### src/rtl/mem_dump_unit_if.sv
// Memory read port and UART TX handshake used by the memory dump unit.
// The master modport is the dump unit side; slave is memory plus UART.
interface mem_dump_unit_if #(
   parameter int ADDR_LENGTH = 32
);
   logic [ADDR_LENGTH-1:0] o_Addr;
   logic                   o_Re;
   logic                   o_We;
   logic [4:0]             o_size_control;
   logic [31:0]            i_Data;
   logic [7:0]             o_tx_data;
   logic                   o_tx_start;
   logic                   i_tx_done;

   modport master (
      output o_Addr, o_Re, o_We, o_size_control, o_tx_data, o_tx_start,
      input  i_Data, i_tx_done
   );

   modport slave (
      input  o_Addr, o_Re, o_We, o_size_control, o_tx_data, o_tx_start,
      output i_Data, i_tx_done
   );
endinterface

### src/rtl/mem_dump_unit.sv
// Walks data memory words 0..DUMP_WORDS-1 and streams each word MSB byte first
// to the UART transmitter; all outputs are registered from the next-state values.
module mem_dump_unit #(
   parameter int DUMP_WORDS  = 1024,
   parameter int ADDR_LENGTH = 32,
   parameter int DATA_LENGTH = 32
) (
   input  logic             i_clk,
   input  logic             i_rst,
   input  logic             i_start,
   mem_dump_unit_if.master  bus,
   output logic             o_busy,
   output logic             o_done
);
   localparam int IDX_W = (DUMP_WORDS > 1) ? $clog2(DUMP_WORDS) : 1;
   localparam logic [IDX_W-1:0] LAST_IDX = IDX_W'(DUMP_WORDS - 1);

   typedef enum logic [2:0] {
      S_IDLE    = 3'd0,
      S_REQ     = 3'd1,
      S_LATCH   = 3'd2,
      S_SEND    = 3'd3,
      S_WAIT_TX = 3'd4,
      S_DONE    = 3'd5
   } state_e;

   state_e                   state_q, state_d;
   logic [IDX_W-1:0]         word_idx_q, word_idx_d;
   logic [1:0]               byte_idx_q, byte_idx_d;
   logic [DATA_LENGTH-1:0]   word_buf_q, word_buf_d;
   logic [ADDR_LENGTH-1:0]   addr_q, addr_d;
   logic                     re_q, re_d;
   logic [7:0]               tx_data_q, tx_data_d;
   logic                     tx_start_q, tx_start_d;
   logic                     busy_q, busy_d;
   logic                     done_q, done_d;

   function automatic logic [7:0] sel_byte(input logic [31:0] w, input logic [1:0] idx);
      logic [7:0] b;
      case (idx)
         2'd0:    b = w[31:24];
         2'd1:    b = w[23:16];
         2'd2:    b = w[15:8];
         2'd3:    b = w[7:0];
         default: b = 8'h00;
      endcase
      return b;
   endfunction

   // Next-state logic, then outputs decoded from the next state so they register in step
   always_comb begin
      state_d    = state_q;
      word_idx_d = word_idx_q;
      byte_idx_d = byte_idx_q;
      word_buf_d = word_buf_q;
      case (state_q)
         S_IDLE: begin
            if (i_start) begin
               state_d    = S_REQ;
               word_idx_d = '0;
               byte_idx_d = 2'd0;
            end else begin
               state_d = S_IDLE;
            end
         end
         S_REQ:   state_d = S_LATCH;
         S_LATCH: begin
            word_buf_d = bus.i_Data;
            state_d    = S_SEND;
         end
         S_SEND:  state_d = S_WAIT_TX;
         S_WAIT_TX: begin
            if (!bus.i_tx_done) begin
               state_d = S_WAIT_TX;
            end else if (byte_idx_q != 2'd3) begin
               byte_idx_d = byte_idx_q + 2'd1;
               state_d    = S_SEND;
            end else if (word_idx_q != LAST_IDX) begin
               word_idx_d = word_idx_q + IDX_W'(1);
               byte_idx_d = 2'd0;
               state_d    = S_REQ;
            end else begin
               state_d = S_DONE;
            end
         end
         S_DONE:  state_d = S_IDLE;
         default: state_d = S_IDLE;
      endcase

      addr_d     = '0;
      re_d       = 1'b0;
      tx_data_d  = 8'h00;
      tx_start_d = 1'b0;
      done_d     = 1'b0;
      busy_d     = (state_d != S_IDLE);
      case (state_d)
         S_REQ, S_LATCH: begin
            re_d   = 1'b1;
            addr_d = ADDR_LENGTH'(word_idx_d);
         end
         S_SEND: begin
            tx_start_d = 1'b1;
            tx_data_d  = sel_byte(word_buf_d, byte_idx_d);
         end
         S_WAIT_TX: tx_data_d = sel_byte(word_buf_d, byte_idx_d);
         S_DONE:    done_d = 1'b1;
         default:   done_d = 1'b0;
      endcase
   end

   // State, counters and registered outputs
   always_ff @(posedge i_clk) begin
      if (!i_rst) begin
         state_q    <= S_IDLE;
         word_idx_q <= '0;
         byte_idx_q <= 2'd0;
         word_buf_q <= '0;
         addr_q     <= '0;
         re_q       <= 1'b0;
         tx_data_q  <= 8'h00;
         tx_start_q <= 1'b0;
         busy_q     <= 1'b0;
         done_q     <= 1'b0;
      end else begin
         state_q    <= state_d;
         word_idx_q <= word_idx_d;
         byte_idx_q <= byte_idx_d;
         word_buf_q <= word_buf_d;
         addr_q     <= addr_d;
         re_q       <= re_d;
         tx_data_q  <= tx_data_d;
         tx_start_q <= tx_start_d;
         busy_q     <= busy_d;
         done_q     <= done_d;
      end
   end

   assign bus.o_Addr         = addr_q;
   assign bus.o_Re           = re_q;
   assign bus.o_We           = 1'b0;
   assign bus.o_size_control = 5'b00000;
   assign bus.o_tx_data      = tx_data_q;
   assign bus.o_tx_start     = tx_start_q;
   assign o_busy             = busy_q;
   assign o_done             = done_q;
endmodule

### src/flat_wrapper.sv
// flat-port wrapper written by rule: the top's interface ports become plain ports
module mem_dump_unit_flat 
#(
   parameter int DUMP_WORDS  = 1024,
   parameter int ADDR_LENGTH = 32,
   parameter int DATA_LENGTH = 32
)
  (i_clk, i_rst, i_start, o_busy, o_done, bus_o_Addr, bus_o_Re, bus_o_We, bus_o_size_control, bus_o_tx_data, bus_o_tx_start, bus_i_Data, bus_i_tx_done);
  mem_dump_unit_if #(.ADDR_LENGTH(ADDR_LENGTH)) bus_i ();
  input  logic i_clk;
  input  logic i_rst;
  input  logic i_start;
  output logic o_busy;
  output logic o_done;
  output wire logic [$bits(bus_i.o_Addr)-1:0] bus_o_Addr;
  output wire logic [$bits(bus_i.o_Re)-1:0] bus_o_Re;
  output wire logic [$bits(bus_i.o_We)-1:0] bus_o_We;
  output wire logic [$bits(bus_i.o_size_control)-1:0] bus_o_size_control;
  output wire logic [$bits(bus_i.o_tx_data)-1:0] bus_o_tx_data;
  output wire logic [$bits(bus_i.o_tx_start)-1:0] bus_o_tx_start;
  input wire logic [$bits(bus_i.i_Data)-1:0] bus_i_Data;
  input wire logic [$bits(bus_i.i_tx_done)-1:0] bus_i_tx_done;
  assign bus_o_Addr = bus_i.o_Addr;
  assign bus_o_Re = bus_i.o_Re;
  assign bus_o_We = bus_i.o_We;
  assign bus_o_size_control = bus_i.o_size_control;
  assign bus_o_tx_data = bus_i.o_tx_data;
  assign bus_o_tx_start = bus_i.o_tx_start;
  assign bus_i.i_Data = bus_i_Data;
  assign bus_i.i_tx_done = bus_i_tx_done;
  mem_dump_unit #(.DUMP_WORDS(DUMP_WORDS), .ADDR_LENGTH(ADDR_LENGTH), .DATA_LENGTH(DATA_LENGTH)) u_core (.i_clk(i_clk), .i_rst(i_rst), .i_start(i_start), .bus(bus_i), .o_busy(o_busy), .o_done(o_done));
endmodule
### config.mk
export PLATFORM = sky130hd
export DESIGN_NAME = mem_dump_unit_flat
export DESIGN_NICKNAME = d
export VERILOG_FILES = /design/src/rtl/mem_dump_unit_if.sv /design/src/rtl/mem_dump_unit.sv /design/src/flat_wrapper.sv
export SDC_FILE = /design/constraint.sdc
export NUM_CORES = 1
export LEC_CHECK = 0
export ABC_AREA = 0
export BUFFER_PORTS_ARGS = -buffer_cell sky130_fd_sc_hd__clkbuf_2
export CORE_ASPECT_RATIO = 1.1
export CORE_UTILIZATION = 47
export CTS_CLUSTER_DIAMETER = 200
export DETAILED_ROUTE_END_ITERATION = 12
export HOLD_SLACK_MARGIN = 0.06
export PLACE_DENSITY = 0.8
export SYNTH_ARGS = -nofsm -noshare
export SYNTH_HDL_FRONTEND = slang
export SYNTH_SLANG_ARGS = --single-unit
### constraint.sdc
create_clock -name i_clk -period 4.1 [get_ports i_clk]
set_input_delay 0.41 -clock i_clk [delete_from_list [all_inputs] [get_ports i_clk]]
set_output_delay 0.41 -clock i_clk [all_outputs]
set_load 0.02 [all_outputs]
== After elaboration in Yosys (flattened, before gate mapping) ==
Index checks and enable logic that the tools add are counted.
Word-level totals
  input bits: 36
  register bits: 91
  output and inout bits: 50
Cells by class
  reductions and logical operators: 7
  eq/ne operators: 14
  mux-type cells: 20
  $add $sub $neg: 2
Operators with widths (number)
  $mux W10: 4
  $mux W32: 1
  $pmux W8 S4: 1
  $pmux W10 S2: 1
  $pmux W3 S5: 1
  $eq A3 B2 Y1 const B: 4
  $add A10 B1 Y10 const B: 1
  $ne A10 B10 Y1 const B: 1
  $eq A3 B3 Y1 const B: 3
  $mux W3: 3
  $mux W2: 4
  $eq A3 B1 Y1 const B: 2
  $eq A2 B2 Y1 const B: 2
  $mux W1: 4
  $pmux W2 S2: 1
  $reduce_and A2 Y1: 2
  $reduce_or A2 Y1: 2
  $logic_not A3 Y1: 1
  $reduce_bool A3 Y1: 1
  $add A2 B1 Y2 const B: 1
  $eq A2 B1 Y1 const B: 1
  $logic_not A2 Y1: 1
  $ne A2 B2 Y1 const B: 1

== Longest topological paths before layout ==
  depth in word-level cells: 8
  depth in mapped cells: 8

== Worst setup path after synthesis ==
No wires, ideal clock.
  kind: register to register
  start: register u_core.byte_idx_q[0]
  end: register u_core.tx_data_q[0] (netlist: u_core.bus.o_tx_data[0])
  required time: 4.009 ns
  cell stages (with the launch flop): 9
  clock period less this slack: 2.333 ns
  arrival: 2.242 ns
  slack: 1.767 ns
  setup time: 0.091 ns
  buffers on the path: 2
  cells stage by stage: dfxtp_1 ha_1 clkbuf_1 nand4_1 or4_1 buf_2 a2111oi_0 a311oi_1 a311oi_1
On the way
  word-level cells in the longest chain between the ends: 7
  elaborated cells between the ends (all ways): 19
  classes of those cells: add/sub: 1; eq/ne: 6; mux: 9; reduce/logical: 3
RTL lines
  from (decl): line mem_dump_unit.sv:29  | logic [1:0] byte_idx_q, byte_idx_d;
  from (signal assigned): line mem_dump_unit.sv:127  | byte_idx_q <= byte_idx_d;
  branches (longest 7 deep; another with $add A2 B1 Y2)
  to (signal assigned): line mem_dump_unit.sv:131  | tx_data_q <= tx_data_d;
  to (decl): line mem_dump_unit.sv:33  | logic [7:0] tx_data_q, tx_data_d;
Several ways; the timed one is not identified.
A chain may end at the register's enable or synchronous reset.

== Final worst setup path ==
  start: register u_core.state_q[2]
  end: register u_core.tx_data_q[3] (netlist: u_core.bus.o_tx_data[3])
On the way
  word-level cells in the longest chain between the ends: 5
  elaborated cells between the ends (all ways): 17
  classes of those cells: eq/ne: 9; mux: 4; reduce/logical: 4
RTL lines
  from (decl): line mem_dump_unit.sv:27  | state_e state_q, state_d;
  from (signal assigned): line mem_dump_unit.sv:125  | state_q <= state_d;
  $eq A3 B3 Y1, or another cell as far along: line mem_dump_unit.sv:56  | case (state_q)
  $pmux W3 S5: line mem_dump_unit.sv:56
  $eq A3 B2 Y1 or $eq A3 B3 Y1 (tied branches): line mem_dump_unit.sv:96  | case (state_d)
  $reduce_or A2 Y1 (no source line)
  $reduce_and A2 Y1 (no source line)
Parallel ways exist; a longest one is shown, timed or not.

==> reports/qor.yml <==
status: "finished clean"
clkSinkCount: 69
power_w: 0.00141
synth_compound_area_share_pct: 16.8
hold_class: "primary input to register"
portBuffers: 57
hold_path_end: "u_core.word_buf_q[14]$_SDFF_PN0_"
hold_start: "bus_i_Data[14]"
setup_viol: 0
yosys_warnings: 0
drt-vias-per-instance: 5.61
ys.flop_type: "dfxtp_1"
clockBufferDepth: 2
worstMarginPinSlew_ps: 996
rr_worst_depth: 5
timing.final.crit_share_pct: 68.0
seq_area_frac_synth_pct: 41.8
synthAdderAreaFrac_pct: 0.758
path_cells: "or3b_4, or4_1, a2111oi_0, a311oi_1, a311oi_1"
fin_tns_setup_ps: 0
layout-drive-gt1-share_pct: 20.8
p_switching_w: 0.000416
grt_pass1_vias: 2559
ys_types: 54
synth_top_family_by_area: "simple AND/OR/NAND/NOR gates"
crit_slowest_cell: "dfxtp_1"
fin_nets: 442
crit_path_start: "u_core.state_q[2]$_SDFF_PN0_"
drc_errors: 0
leakagePower_nw: 1.43
synth.cell_area_mm2: 0.00330
row_count: 31
worstPathMaxFanout: 21
clock_latency_ps: 350
grt.total_usage_pct: 21.5
fillers: 629
path_common_cell: "a311oi_1"
cts-root-buf: "clkbuf_8"
syn_avg_cell_area_um2: 9.30
reg2reg_to: "u_core.bus.o_tx_data[3]$_SDFF_PN0_"
muxShareOfSynthArea_pct: 10.7
netlist_instances: 355
fmax_mhz: 359
synthXorXnorAreaFrac_pct: 0.265
rsz0062_at_grt: "false"
skew_ps: 9.95
r2r-start: "u_core.state_q[2]$_SDFF_PN0_"
pin_count: 86
synth-edff-count: 0
synthTopCellsByCount: "69 x dfxtp_1, 45 x nor2_1, 32 x mux2i_1"
grt_max_degree: 43
crit_type: "register to register"
p_int_w: 0.000992
synthSimpleGateAreaFrac_pct: 19.5
synth_most_common_cell: "dfxtp_1"
post_cts_buffers: 0
antenna_found_initial: 0
die_height_um: 89.9
whs_path_depth: 3
yosysTopAreaCell: "dfxtp_1"
die_w_um: 81.9
layout_min_cycle_time_ps: 2790
htree_num_levels: 3
switching_share_pct: 29.5
synthToLayoutAreaGrowth_pct: 11.4
grt_overflow_total: 0
drt-pass1-iter-count: 4
hold_buffers: 0
vias: 2756
power_frac_seq_pct: 51.1
core_area_mm2: 0.00667
cp_slowest_stage_delay_ps: 750
multi_input_area_mm2: 0.00170
comb_power_share_pct: 15.8
dieArea_mm2: 0.00736
vdd_drop_max_mv: 0.291
wirelength_um: 7610
end_kind: "register"
ys_seq_elements: 69
maxCapViolCount: 0
start_util_pct: 49.5
crit_required_ps: 4360
hold_viol_final: 0
regToRegSetupSlack_ps: 1310
cts-resized-gates: 0
startpoint_type: "register"
ant_nets: 0
drt-initial-drc-count: 169
post-dp-hpwl_um: 5540
async_flop_share_pct: 0
cts.clk_slew.worst_paths_ps: 80
cts_tree: "built"
crit_arrival_ps: 3040
maxSlewViolCount: 0
cts_buffers: 9
wl_per_cell_um: 15.5
p_clk_share_pct: 33.2
netlist.area_leader.share_pct: 41.8
synth.area.top_cells: "dfxtp_1 42%, mux2i_1 9.7%, buf_4 6.4%, nor2_1 5.1%, a311oi_1 4.2%"
grt_first_pass_wirelength_um: 12200
max_slew_margin_pct: 33.5
regArea_mm2: 0.00138
diodes: 0
place_congestion: 0.907
powerDensity_mw_per_mm2: 383
==> layer usage <==
| layer | part of all wire (%) | track usage, % | wire (um) | vias to the layer above |
|---|---|---|---|---|
| met1 | 43 | 27.7 | 3280 | 1286 |
| li1 | - | - | - | 1358 |
| met2 | 50 | 32.9 | 3780 | 94 |
| met3 | 4.9 | 5.58 | 375 | 18 |
| met4 | 2.4 | 9.94 | 180 | 0 |
| met5 | 0 | 0 | 0 | - |
==> registers in the layout, summed over array words and instances, names as in the netlist <==
register and count:
u_core.bus.o_tx_start 1, u_core.bus.o_tx_data 8, u_core.state_q 3, u_core.o_done 1
u_core.word_idx_q 10, u_core.bus.o_Addr 10, u_core.byte_idx_q 2, u_core.o_busy 1
u_core.bus.o_Re 1, u_core.word_buf_q 32
==> critical path, delay by kind of cell, from the launching register on <==
family / cells / cell delay [ps]
AND/OR/NAND/NOR: 2 / 1120
AO/OA/AOI/OAI: 3 / 820
flip-flops: 1 / 750
==> area by class of cell <==
type | instances | share of cell area, %
repair buffers | 59 | 8.17
inverters | 8 | 0.817
flip-flops and latches | 69 | 37.6
clock inverters | 7 | 1.16
clock buffers | 9 | 3.37
multi-input cells | 257 | 46.1
well taps | 82 | 2.79
==> stage by stage <==
stage	hold slack, ps	util [%]	setup WS [ps]	instances	instance area, um^2
floorplan	451	-	1770	382	3400
global placement	475	52.6	1500	475	3510
detailed placement	485	52.6	1320	475	3510
CTS	325	55.1	1320	491	3680
global route	329	55.1	1100	491	3680
finish	336	55.1	1310	491	3680
==> kinds of logic (layout without fill, tap and decap cells) <==
kind of cell	Yosys count	count (layout)
AOI/OAI and AO/OA	72	72
other	1	28
adders and majority gates	2	2
DFF	69	69
muxes	35	35
xor gates and xnor gates	1	1
and+or+nand+nor	119	119
buffers and inverters	56	83
==> cells in the final DEF, fill, tap and decap left out, types with 3 or more instances in the layout <==
| cell type | synthesis | routed |
|---|---|---|
| conb_1 | 1 | 28 |
| nor3_1 | 9 | 9 |
| nor4_1 | 8 | 8 |
| mux2_2 | 3 | 3 |
| and2_1 | 10 | 10 |
| o22ai_1 | 3 | 3 |
| nor2_1 | 45 | 45 |
| and3_1 | 4 | 4 |
| a21oi_1 | 8 | 8 |
| clkinvlp_4 | 0 | 3 |
| mux2i_1 | 32 | 32 |
| dfxtp_1 | 69 | 69 |
| clkbuf_8 | 0 | 9 |
| nand4_1 | 3 | 3 |
| clkbuf_2 | 0 | 57 |
| clkinv_2 | 0 | 4 |
| a31oi_1 | 5 | 5 |
| nand2_1 | 11 | 11 |
| a311oi_1 | 16 | 16 |
| nand3_1 | 6 | 6 |
| a22oi_1 | 4 | 4 |
| o211ai_1 | 10 | 10 |
| nor2b_1 | 6 | 6 |
| a2111oi_0 | 9 | 9 |
| inv_1 | 8 | 8 |
| o21ai_1 | 3 | 3 |
==> worst max path at each step <==
stage / to / slack [ps] / depth (start not counted)
4_1_cts: u_core.bus.o_tx_data[3]$_SDFF_PN0_ / 1320 / 5
3_5_place_dp: u_core.bus.o_tx_data[1]$_SDFF_PN0_ / 1320 / 5
6_report: u_core.bus.o_tx_data[3]$_SDFF_PN0_ / 1310 / 5
3_3_place_gp: u_core.bus.o_tx_data[5]$_SDFF_PN0_ / 1500 / 5
2_1_floorplan: u_core.bus.o_tx_data[0]$_SDFF_PN0_ / 1770 / 8
5_1_grt: u_core.bus.o_tx_data[4]$_SDFF_PN0_ / 1100 / 5
==> power groups by stage <==
stage	sequential, W	combinational [W]	clock (W)
2_1_floorplan	0.000734	0.000181	0
3_3_place_gp	0.000733	0.000219	0
3_5_place_dp	0.000734	0.000221	0
4_1_cts	0.000719	0.000222	0.000479
5_1_grt	0.000722	0.000242	0.000515
6_report	0.000719	0.000222	0.000467
(Power assumes the default switching activity.)
